**src/rtl/apu_shared_unit.sv**
```systemverilog
// apu_shared_unit
//
// Shared integer APU sitting on one master port of the FPU interconnect
// crossbar. Requests are accepted under a req/gnt handshake. Every accepted
// request produces exactly one rvalid pulse carrying the requester ID.
// ADD/SUB/MUL/MAC and illegal opcodes go down a fixed-latency pipeline.
// DIV runs on an iterative restoring divider that produces one quotient bit
// per cycle. A reservation vector tracks which future cycles already own the
// single response port, so two results can never land on the same cycle.
//
// Ports
//   clk             rising-edge clock
//   rst_n           synchronous active-low reset
//   apu_req_i       request valid
//   apu_gnt_o       request accepted this cycle (combinational)
//   apu_ID_i        requester ID (one-hot per core)
//   apu_operands_i  operands: [0]=a, [1]=b, [2]=c
//   apu_op_i        opcode: 0 ADD, 1 SUB, 2 MUL, 3 MAC, 4 DIV, others illegal
//   apu_flags_i     request flags (reserved, ignored)
//   apu_ready_i     response ready (tied high upstream, ignored)
//   apu_rvalid_o    one-cycle pulse per result
//   apu_rdata_o     result data, held while rvalid is low
//   apu_rflags_o    [0] div by zero, [1] carry/borrow, [2] illegal opcode
//   apu_rID_o       ID of the request that produced the result

module apu_shared_unit #(
  parameter int NB_APU_ARGS      = 3,
  parameter int DATA_WIDTH       = 32,
  parameter int APU_OPCODE_WIDTH = 5,
  parameter int FLAG_WIDTH       = 15,
  parameter int RFLAG_WIDTH      = 5,
  parameter int ID_WIDTH         = 2,
  parameter int PIPE_LAT         = 3
) (
  input  logic                                    clk,
  input  logic                                    rst_n,
  input  logic                                    apu_req_i,
  output logic                                    apu_gnt_o,
  input  logic [ID_WIDTH-1:0]                     apu_ID_i,
  input  logic [NB_APU_ARGS-1:0][DATA_WIDTH-1:0]  apu_operands_i,
  input  logic [APU_OPCODE_WIDTH-1:0]             apu_op_i,
  input  logic [FLAG_WIDTH-1:0]                   apu_flags_i,
  input  logic                                    apu_ready_i,
  output logic                                    apu_rvalid_o,
  output logic [DATA_WIDTH-1:0]                   apu_rdata_o,
  output logic [RFLAG_WIDTH-1:0]                  apu_rflags_o,
  output logic [ID_WIDTH-1:0]                     apu_rID_o
);

  localparam int DIV_LAT = DATA_WIDTH + 2;
  localparam int CNT_W   = $clog2(DATA_WIDTH + 1);

  localparam logic [APU_OPCODE_WIDTH-1:0] OP_ADD = APU_OPCODE_WIDTH'(0);
  localparam logic [APU_OPCODE_WIDTH-1:0] OP_SUB = APU_OPCODE_WIDTH'(1);
  localparam logic [APU_OPCODE_WIDTH-1:0] OP_MUL = APU_OPCODE_WIDTH'(2);
  localparam logic [APU_OPCODE_WIDTH-1:0] OP_MAC = APU_OPCODE_WIDTH'(3);
  localparam logic [APU_OPCODE_WIDTH-1:0] OP_DIV = APU_OPCODE_WIDTH'(4);

  typedef enum logic [1:0] {
    DIV_IDLE,
    DIV_BUSY,
    DIV_DONE
  } div_state_t;

  // Reserved and ready inputs carry no meaning for this unit.
  logic unused_inputs;
  assign unused_inputs = ^{apu_flags_i, apu_ready_i};

  logic [DATA_WIDTH-1:0] op_a, op_b, op_c;
  assign op_a = apu_operands_i[0];
  assign op_b = apu_operands_i[1];
  assign op_c = apu_operands_i[2];

  // resv[k] set means the response register is written at the k-th rising
  // edge from now (k=0 is the upcoming edge). Bit 0 therefore directly says
  // whether rvalid rises at the next edge.
  logic [DIV_LAT:0] resv, resv_next;

  div_state_t            div_state, div_state_next;
  logic [CNT_W-1:0]      div_cnt;
  logic [DATA_WIDTH-1:0] div_rem, div_quo, div_dvsr;
  logic [ID_WIDTH-1:0]   div_id;
  logic                  div_dz;
  logic [DATA_WIDTH:0]   div_shift, div_trial;

  logic is_div, can_accept, acc_pipe, acc_div;

  assign is_div     = (apu_op_i == OP_DIV);
  assign can_accept = is_div ? ((div_state == DIV_IDLE) && !resv[DIV_LAT])
                             : !resv[PIPE_LAT];
  assign apu_gnt_o  = rst_n & apu_req_i & can_accept;
  assign acc_pipe   = apu_gnt_o & ~is_div;
  assign acc_div    = apu_gnt_o & is_div;

  // Shift the reservations toward "now" and book the slot of a newly accepted
  // op. The booking lands one position below its latency because the vector
  // has already advanced by one edge when the new value becomes visible.
  always_comb begin
    resv_next = {1'b0, resv[DIV_LAT:1]};
    if (acc_pipe) resv_next[PIPE_LAT-1] = 1'b1;
    if (acc_div)  resv_next[DIV_LAT-1]  = 1'b1;
  end

  always_ff @(posedge clk) begin
    if (!rst_n) resv <= '0;
    else        resv <= resv_next;
  end

  // The pipelined result is computed at accept time and then simply delayed.
  logic [DATA_WIDTH:0]    sum_ext;
  logic [DATA_WIDTH-1:0]  pipe_result;
  logic [RFLAG_WIDTH-1:0] pipe_flags;

  assign sum_ext = {1'b0, op_a} + {1'b0, op_b};

  always_comb begin
    pipe_result = '0;
    pipe_flags  = '0;
    case (apu_op_i)
      OP_ADD: begin
        pipe_result   = sum_ext[DATA_WIDTH-1:0];
        pipe_flags[1] = sum_ext[DATA_WIDTH];
      end
      OP_SUB: begin
        pipe_result   = op_a - op_b;
        pipe_flags[1] = (op_a < op_b);
      end
      OP_MUL: pipe_result = op_a * op_b;
      OP_MAC: pipe_result = op_a * op_b + op_c;
      OP_DIV: pipe_result = '0;
      default: pipe_flags[2] = 1'b1;
    endcase
  end

  // Delay line: stage i holds an op accepted i edges ago; the last stage
  // feeds the response register on the edge that its reservation names.
  logic                   pipe_valid [PIPE_LAT];
  logic [DATA_WIDTH-1:0]  pipe_data  [PIPE_LAT];
  logic [RFLAG_WIDTH-1:0] pipe_rflag [PIPE_LAT];
  logic [ID_WIDTH-1:0]    pipe_id    [PIPE_LAT];

  always_ff @(posedge clk) begin
    if (!rst_n) begin
      for (int i = 0; i < PIPE_LAT; i++) pipe_valid[i] <= 1'b0;
    end else begin
      pipe_valid[0] <= acc_pipe;
      pipe_data[0]  <= pipe_result;
      pipe_rflag[0] <= pipe_flags;
      pipe_id[0]    <= apu_ID_i;
      for (int i = 1; i < PIPE_LAT; i++) begin
        pipe_valid[i] <= pipe_valid[i-1];
        pipe_data[i]  <= pipe_data[i-1];
        pipe_rflag[i] <= pipe_rflag[i-1];
        pipe_id[i]    <= pipe_id[i-1];
      end
    end
  end

  // Divider control: BUSY runs DATA_WIDTH quotient steps, then one cycle to
  // notice the counter hit zero and one DONE cycle that hands the result to
  // the response register. Load + DATA_WIDTH steps + 2 gives DIV_LAT.
  always_ff @(posedge clk) begin
    if (!rst_n) div_state <= DIV_IDLE;
    else        div_state <= div_state_next;
  end

  always_comb begin
    div_state_next = div_state;
    case (div_state)
      DIV_IDLE: if (acc_div) div_state_next = DIV_BUSY;
      DIV_BUSY: if (div_cnt == '0) div_state_next = DIV_DONE;
      DIV_DONE: div_state_next = DIV_IDLE;
      default:  div_state_next = DIV_IDLE;
    endcase
  end

  // Restoring step: shift the next dividend bit into the partial remainder
  // and keep the subtraction only when it does not borrow (bit DATA_WIDTH
  // of the trial difference is the borrow). A zero divisor never borrows,
  // so the quotient naturally fills with ones.
  assign div_shift = {div_rem, div_quo[DATA_WIDTH-1]};
  assign div_trial = div_shift - {1'b0, div_dvsr};

  always_ff @(posedge clk) begin
    if (!rst_n) begin
      div_cnt <= '0;
    end else if (acc_div) begin
      div_cnt  <= CNT_W'(DATA_WIDTH);
      div_rem  <= '0;
      div_quo  <= op_a;
      div_dvsr <= op_b;
      div_id   <= apu_ID_i;
      div_dz   <= (op_b == '0);
    end else if (div_state == DIV_BUSY && div_cnt != '0) begin
      div_cnt <= div_cnt - 1'b1;
      if (!div_trial[DATA_WIDTH]) begin
        div_rem <= div_trial[DATA_WIDTH-1:0];
        div_quo <= {div_quo[DATA_WIDTH-2:0], 1'b1};
      end else begin
        div_rem <= div_shift[DATA_WIDTH-1:0];
        div_quo <= {div_quo[DATA_WIDTH-2:0], 1'b0};
      end
    end
  end

  // Response register. The reservation scheme guarantees the pipeline tail
  // and the DIV DONE state never coincide, so a priority mux is sufficient.
  always_ff @(posedge clk) begin
    if (!rst_n) begin
      apu_rvalid_o <= 1'b0;
      apu_rdata_o  <= '0;
      apu_rflags_o <= '0;
      apu_rID_o    <= '0;
    end else begin
      apu_rvalid_o <= resv[0];
      if (pipe_valid[PIPE_LAT-1]) begin
        apu_rdata_o  <= pipe_data[PIPE_LAT-1];
        apu_rflags_o <= pipe_rflag[PIPE_LAT-1];
        apu_rID_o    <= pipe_id[PIPE_LAT-1];
      end else if (div_state == DIV_DONE) begin
        apu_rdata_o  <= div_dz ? '1 : div_quo;
        apu_rflags_o <= RFLAG_WIDTH'(div_dz);
        apu_rID_o    <= div_id;
      end
    end
  end

endmodule

```
**config.mk**
```make
export PLATFORM = sky130hd
export DESIGN_NAME = apu_shared_unit
export DESIGN_NICKNAME = d
export VERILOG_FILES = /design/src/rtl/apu_shared_unit.sv
export SDC_FILE = /design/constraint.sdc
export NUM_CORES = 2
export LEC_CHECK = 0
export ABC_AREA = 0
export BUFFER_PORTS_ARGS = -buffer_cell sky130_fd_sc_hd__buf_2
export CAP_MARGIN = 30
export CELL_PAD_IN_SITES_DETAIL_PLACEMENT = 0
export CELL_PAD_IN_SITES_GLOBAL_PLACEMENT = 1
export CORE_UTILIZATION = 50
export CTS_CLUSTER_SIZE = 25
export DETAILED_ROUTE_END_ITERATION = 6
export PLACE_DENSITY_LB_ADDON = 0.1
export SETUP_SLACK_MARGIN = 0.05
export SLEW_MARGIN = 20
export SYNTH_ARGS = -nofsm -noshare
export SYNTH_HDL_FRONTEND = slang
export SYNTH_SLANG_ARGS = --single-unit
```
**constraint.sdc**
```tcl
create_clock -name clk -period 16.1 [get_ports clk]
set_clock_uncertainty 0.2 [all_clocks]
set_input_delay 1.61 -clock clk [delete_from_list [all_inputs] [get_ports clk]]
set_output_delay 1.61 -clock clk [all_outputs]
set_load 0.01 [all_outputs]
```
======== Yosys cells after proc, flatten, opt, wreduce, memory -nomap -nowiden ========
Memories as Yosys holds them, arrays and structs flattened.
Index checks and enable logic that the tools add are counted.
word-level totals
  register bits after elaboration ......... 182
  bits in writable memories ............... 120
  input bits .............................. 122
  output and inout bits ................... 41
  logic and storage cells ................. 86
  memories kept ........................... 4
cells by class
  add/subtract/negate cells ............... 5
  $mul .................................... 1
  magnitude comparators ................... 1
  equal/unequal tests ..................... 8
  mux-type cells .......................... 28
  bitwise gates (word level) .............. 9
  reductions and logical operators ........ 16
memories
  memory      depth  width  rd ports  clocked after memory_dff  write ports  RTL line  RTL
  pipe_data   3      32     3         0                         3            138       logic [DATA_WIDTH-1:0] pipe_data [PIPE_LAT];
  pipe_rflag  3      5      3         0                         3            139       logic [RFLAG_WIDTH-1:0] pipe_rflag [PIPE_LAT];
  pipe_id     3      2      3         0                         3            140       logic [ID_WIDTH-1:0] pipe_id [PIPE_LAT];
  pipe_valid  3      1      3         0                         3            137       logic pipe_valid [PIPE_LAT];
operators by type and width
  cell                   number
  $mux W32               7
  $pmux W32 S4           1
  $add A32 B32 Y33       1
  $sub A33 B32 Y33       1
  $add A32 B32 Y32       1
  $logic_not A32 Y1      1
  $lt A32 B32 Y1         1
  $mul A32 B32 Y32       1
  $sub A32 B32 Y32       1
  $mux W6                2
  $eq A5 B2 Y1 const B   2
  $mux W1                10
  $mux W5                2
  $mux W2                4
  $logic_not A6 Y1       1
  $reduce_and A2 Y1      3
  $reduce_bool A6 Y1     1
  $sub A6 B1 Y6 const B  1
  $eq A5 B1 Y1 const B   1
  $eq A5 B3 Y1 const B   1
  $logic_not A5 Y1       1
  $reduce_or A5 Y1       1
  $and A1 B1 Y1          4
  $ne A2 B2 Y1 const B   2
  other kinds (11)       17

======== Depth between registers and ports, before layout ========
  word-level depth ........................ 7
  gate-level depth with buffers ........... 37
  gate-level depth less buffers ........... 35

======== Least setup slack after synthesis ========
No wires, ideal clock.
  path kind ............................... in2reg
  start point ............................. in apu_operands_i[35] in the netlist's numbering
  end point ............................... mem pipe_data[0][30] (data pin)
  library setup time ...................... 0.261 ns
  data arrival time ....................... 9.388 ns
  data required time ...................... 15.639 ns
  slack ................................... 6.252 ns
  cell stages on the path ................. 34
  path buffers ............................ 2
  cell sequence ........................... clkbuf_1 -> clkbuf_1 -> and2_1 -> fa_1 -> inv_1 -> fa_1 -> fa_1 -> fa_1 -> inv_1 -> ha_1 -> ha_1 -> fa_1 -> fa_1 -> ha_1 -> a21o_1 -> a2111oi_0 -> and3_1 -> nor3_1 -> a41oi_1 -> a21oi_1 -> nor2b_1 -> o31a_1 -> ha_1 -> nand3_1 -> nor2_1 -> a221oi_1 -> o41ai_1 -> a21oi_1 -> o21ai_1 -> a31oi_1 -> o21bai_1 -> a21oi_1 -> mux2i_1 -> a221o_1
RTL lines
  element          RTL line  RTL
  start, declared  40        input logic [NB_APU_ARGS-1:0][DATA_WIDTH-1:0] apu_operands_i,
  end, declared    138

==> out/metrics.csv <==
stage,metric,value,unit
placed_design,dp_hpwl,73000,µm
drt,routed_via_density,5.713,
worst_setup_path,worstReg2RegStart,div_quo[31],
layout,diodes,0,
drt,drt-total-wl,100100,µm
logic_synthesis,ys_ff_latch,290,
worst_setup_path,crit_path_max_fanout,29,
sta,drv_slew,0,
sta,holdWs,213.5,ps
cts,cts_tree,done,
sta,maxSlewHeadroom,0.3419,
cts,ctsResizeCount,0,
worst_setup_path,critPathBufInv,3,
drt,drtIter0Drc,1941,
logic_synthesis,async_flop_share,0,
cts,post_cts_buffers,0,
cts,cts_hold_buf,0,
placed_design,dp_cells,4348,
worst_hold_path,min_from,pipe_data[0][28],
worst_setup_path,crit_type,primary input to register,
floorplan,rows,93,
worst_setup_path,critical_path_arrival,11230,ps
layout,finish.net_count,4310,
sta,finalCritPeriodShare,0.6907,
global_routing,grt_first_pass_wirelength,154000,µm
drt,drt_pass1_iterations,7,
sta,final.setup.tns,0,ps
logic_synthesis,netlist_area,32630,µm²
global_routing,grt_max_degree,106,
floorplan,die_y,257.4,µm
floorplan,die-width,257.4,µm
cts,cts_made_buffers,27,
worst_setup_path,cp.required,16200,ps
sta,finalHoldViolCount,0,
drt,drcViolationCount,0,
job,drv_cap,0,
worst_setup_path,crit_family,adder cells,
global_routing,grt-ovfl-total,0,
placed_design,pre_cts_slack,4422,ps
logic_synthesis,yosysWarnings,0,
cts,clock_latency,560,ps
logic_synthesis,synth.top_cells.by_count,"inv_1, nand2_1, fa_1",
logic_synthesis,yosysTopAreaCell,fa_1,
logic_synthesis,syn_inst,3483,
worst_setup_path,cp-startpoint,apu_operands_i[5],
logic_synthesis,yosysMostFrequentCell,inv_1,
placed_design,io_buffers,144,
global_routing,grt_use_total,0.3037,
cts,clock-sinks,290,
drt,detail-route-antenna-nets,0,
placed_design,place.gp.congestion,0.9159,
drt,wl_met1,42460,µm
layout,area_growth,7.229,%
global_routing,grt_pass1_vias,25880,
floorplan,initial_core_util,0.5061,
logic_synthesis,synth_edf_count,207,
logic_synthesis,synth_cell_types,77,
sta,layout_setup_ws,4979,ps
cts,path_clk_slew,60,ps
worst_setup_path,worst_setup_path_start_kind,primary input,
cts,cts_root_buf,clkbuf_16,
sta,setup_violations,0,
worst_setup_path,slowest_delay,710,ps
floorplan,core_area,64460,µm²
worst_setup_path,cpMostUsedCell,ha_1,
sta,clock.fmax,0.08992,GHz
cts,cts.path.max_buffers,3,
logic_synthesis,ys.flop_type,edfxtp_1,
logic_synthesis,ys_seq_area_frac,0.2414,
drt,wl_met2,47890,µm
sta,worstMarginPinSlew,984.8,ps
floorplan,dieArea,66280,µm²
drt,topRoutingLayerUsed,met4,
worst_setup_path,slowest_stage,buf_2,
outcome,outcome,"complete, no violations",
logic_synthesis,synth.area.top_cells,"fa_1, edfxtp_1, ha_1, inv_1, and2_1",
cts,cts_max_level,1,
logic_synthesis,synth_top_area_share,0.2528,
floorplan,io_pins,163,
drt,vias,25140,
sta,fin_crit,11120,ps
drt,wl_met3,6388,µm
global_routing,antenna_found_initial,2,
layout,final_cells,4400,
worst_hold_path,hp-class,register to register,
worst_setup_path,end_kind,register,
layout,layout-drive-gt1-share,0.06968,
logic_synthesis,synth.avg_cell_area,9.367,µm²
sta,rsz0062_at_grt,false,
drt,wire_per_inst,22.74,µm
## per-stage QoR
stage                     area (µm²)    util
after floorplan                32630       -
after detailed placement       34050  0.5282
after global placement         34020  0.5278
after CTS                      34940  0.5420
after global routing           34980  0.5427
final                          34980  0.5427
## layout by cell type, fill, tap and decap left out, types with 40 or more instances in the layout
| cell type | n |
|---|---|
| nand2_1 | 453 |
| dfxtp_1 | 82 |
| a21oi_1 | 147 |
| xnor2_1 | 126 |
| fa_1 | 412 |
| o21ai_0 | 132 |
| edfxtp_1 | 207 |
| inv_1 | 504 |
| nand3_1 | 52 |
| buf_2 | 142 |
| a21o_1 | 50 |
| and2_1 | 289 |
| nor2_1 | 143 |
| mux2i_1 | 56 |
| xor2_1 | 40 |
| ha_1 | 252 |
## layout make-up
type	count	area (µm²)
fill	6000	29480
tap	855	1070
inverter	507	1903
timing repair buffer	173	999.7
multi-input combinational	2525	22250
clock inverter	10	80.08
sequential	290	7879
clock buffer	40	805.8
## path summary, 6_finish.rpt
check,end,slack (ps),depth (start not counted)
min,pipe_data[0][60],210,0
max reg2reg,div_rem[19],11780,15
max,pipe_data[0][30],4980,32
min reg2reg,pipe_data[0][60],210,0
## cell families after synthesis
kind of cell | after synthesis | synth area share
AND/OR/NAND/NOR | 1081 | 0.1599
buffers and inverters | 669 | 0.07750
adder cells (fa/ha/maj) | 664 | 0.3494
AO/OA/AOI/OAI | 552 | 0.1083
flip-flops | 290 | 0.2414
XOR/XNOR | 167 | 0.04506
multiplexers | 59 | 0.01822
other | 1 | 0.0001149
## worst reg2reg max path, cell delays in order (launching register included)
cell	delay [ps]
edfxtp_1	400
inv_1	60
ha_1	220
fa_1	420
nor2b_1	200
o31a_2	190
o41ai_2	100
o21ai_2	160
nand3_1	130
a311o_1	390
a21oi_2	250
o221ai_2	190
xnor2_4	140
buf_4	500
or4b_1	550
o21ai_1	80
## per-layer routing
| layer | GRT usage | vias up |
|---|---|---|
| met5 | 0 | - |
| met2 | 0.5087 | 862 |
| li1 | - | 11360 |
| met1 | 0.4115 | 12750 |
| met3 | 0.03349 | 169 |
| met4 | 0.09780 | 0 |
## state kept, by name, indices dropped and copies added (netlist names)
| name | count |
|---|---|
| apu_rdata_o | 32 |
| div_state | 2 |
| div_cnt | 6 |
| apu_rflags_o | 3 |
| pipe_valid | 3 |
| div_dz | 1 |
| div_rem | 32 |
| div_quo | 32 |
| div_id | 2 |
| apu_rvalid_o | 1 |
| resv | 34 |
| div_dvsr | 32 |
| pipe_data | 96 |
| pipe_rflag | 6 |
| apu_rID_o | 2 |
| pipe_id | 6 |
Power is left out: the tool's default activity adds up to more than one toggle a clock period on the data nets, which glitch-free logic cannot reach.
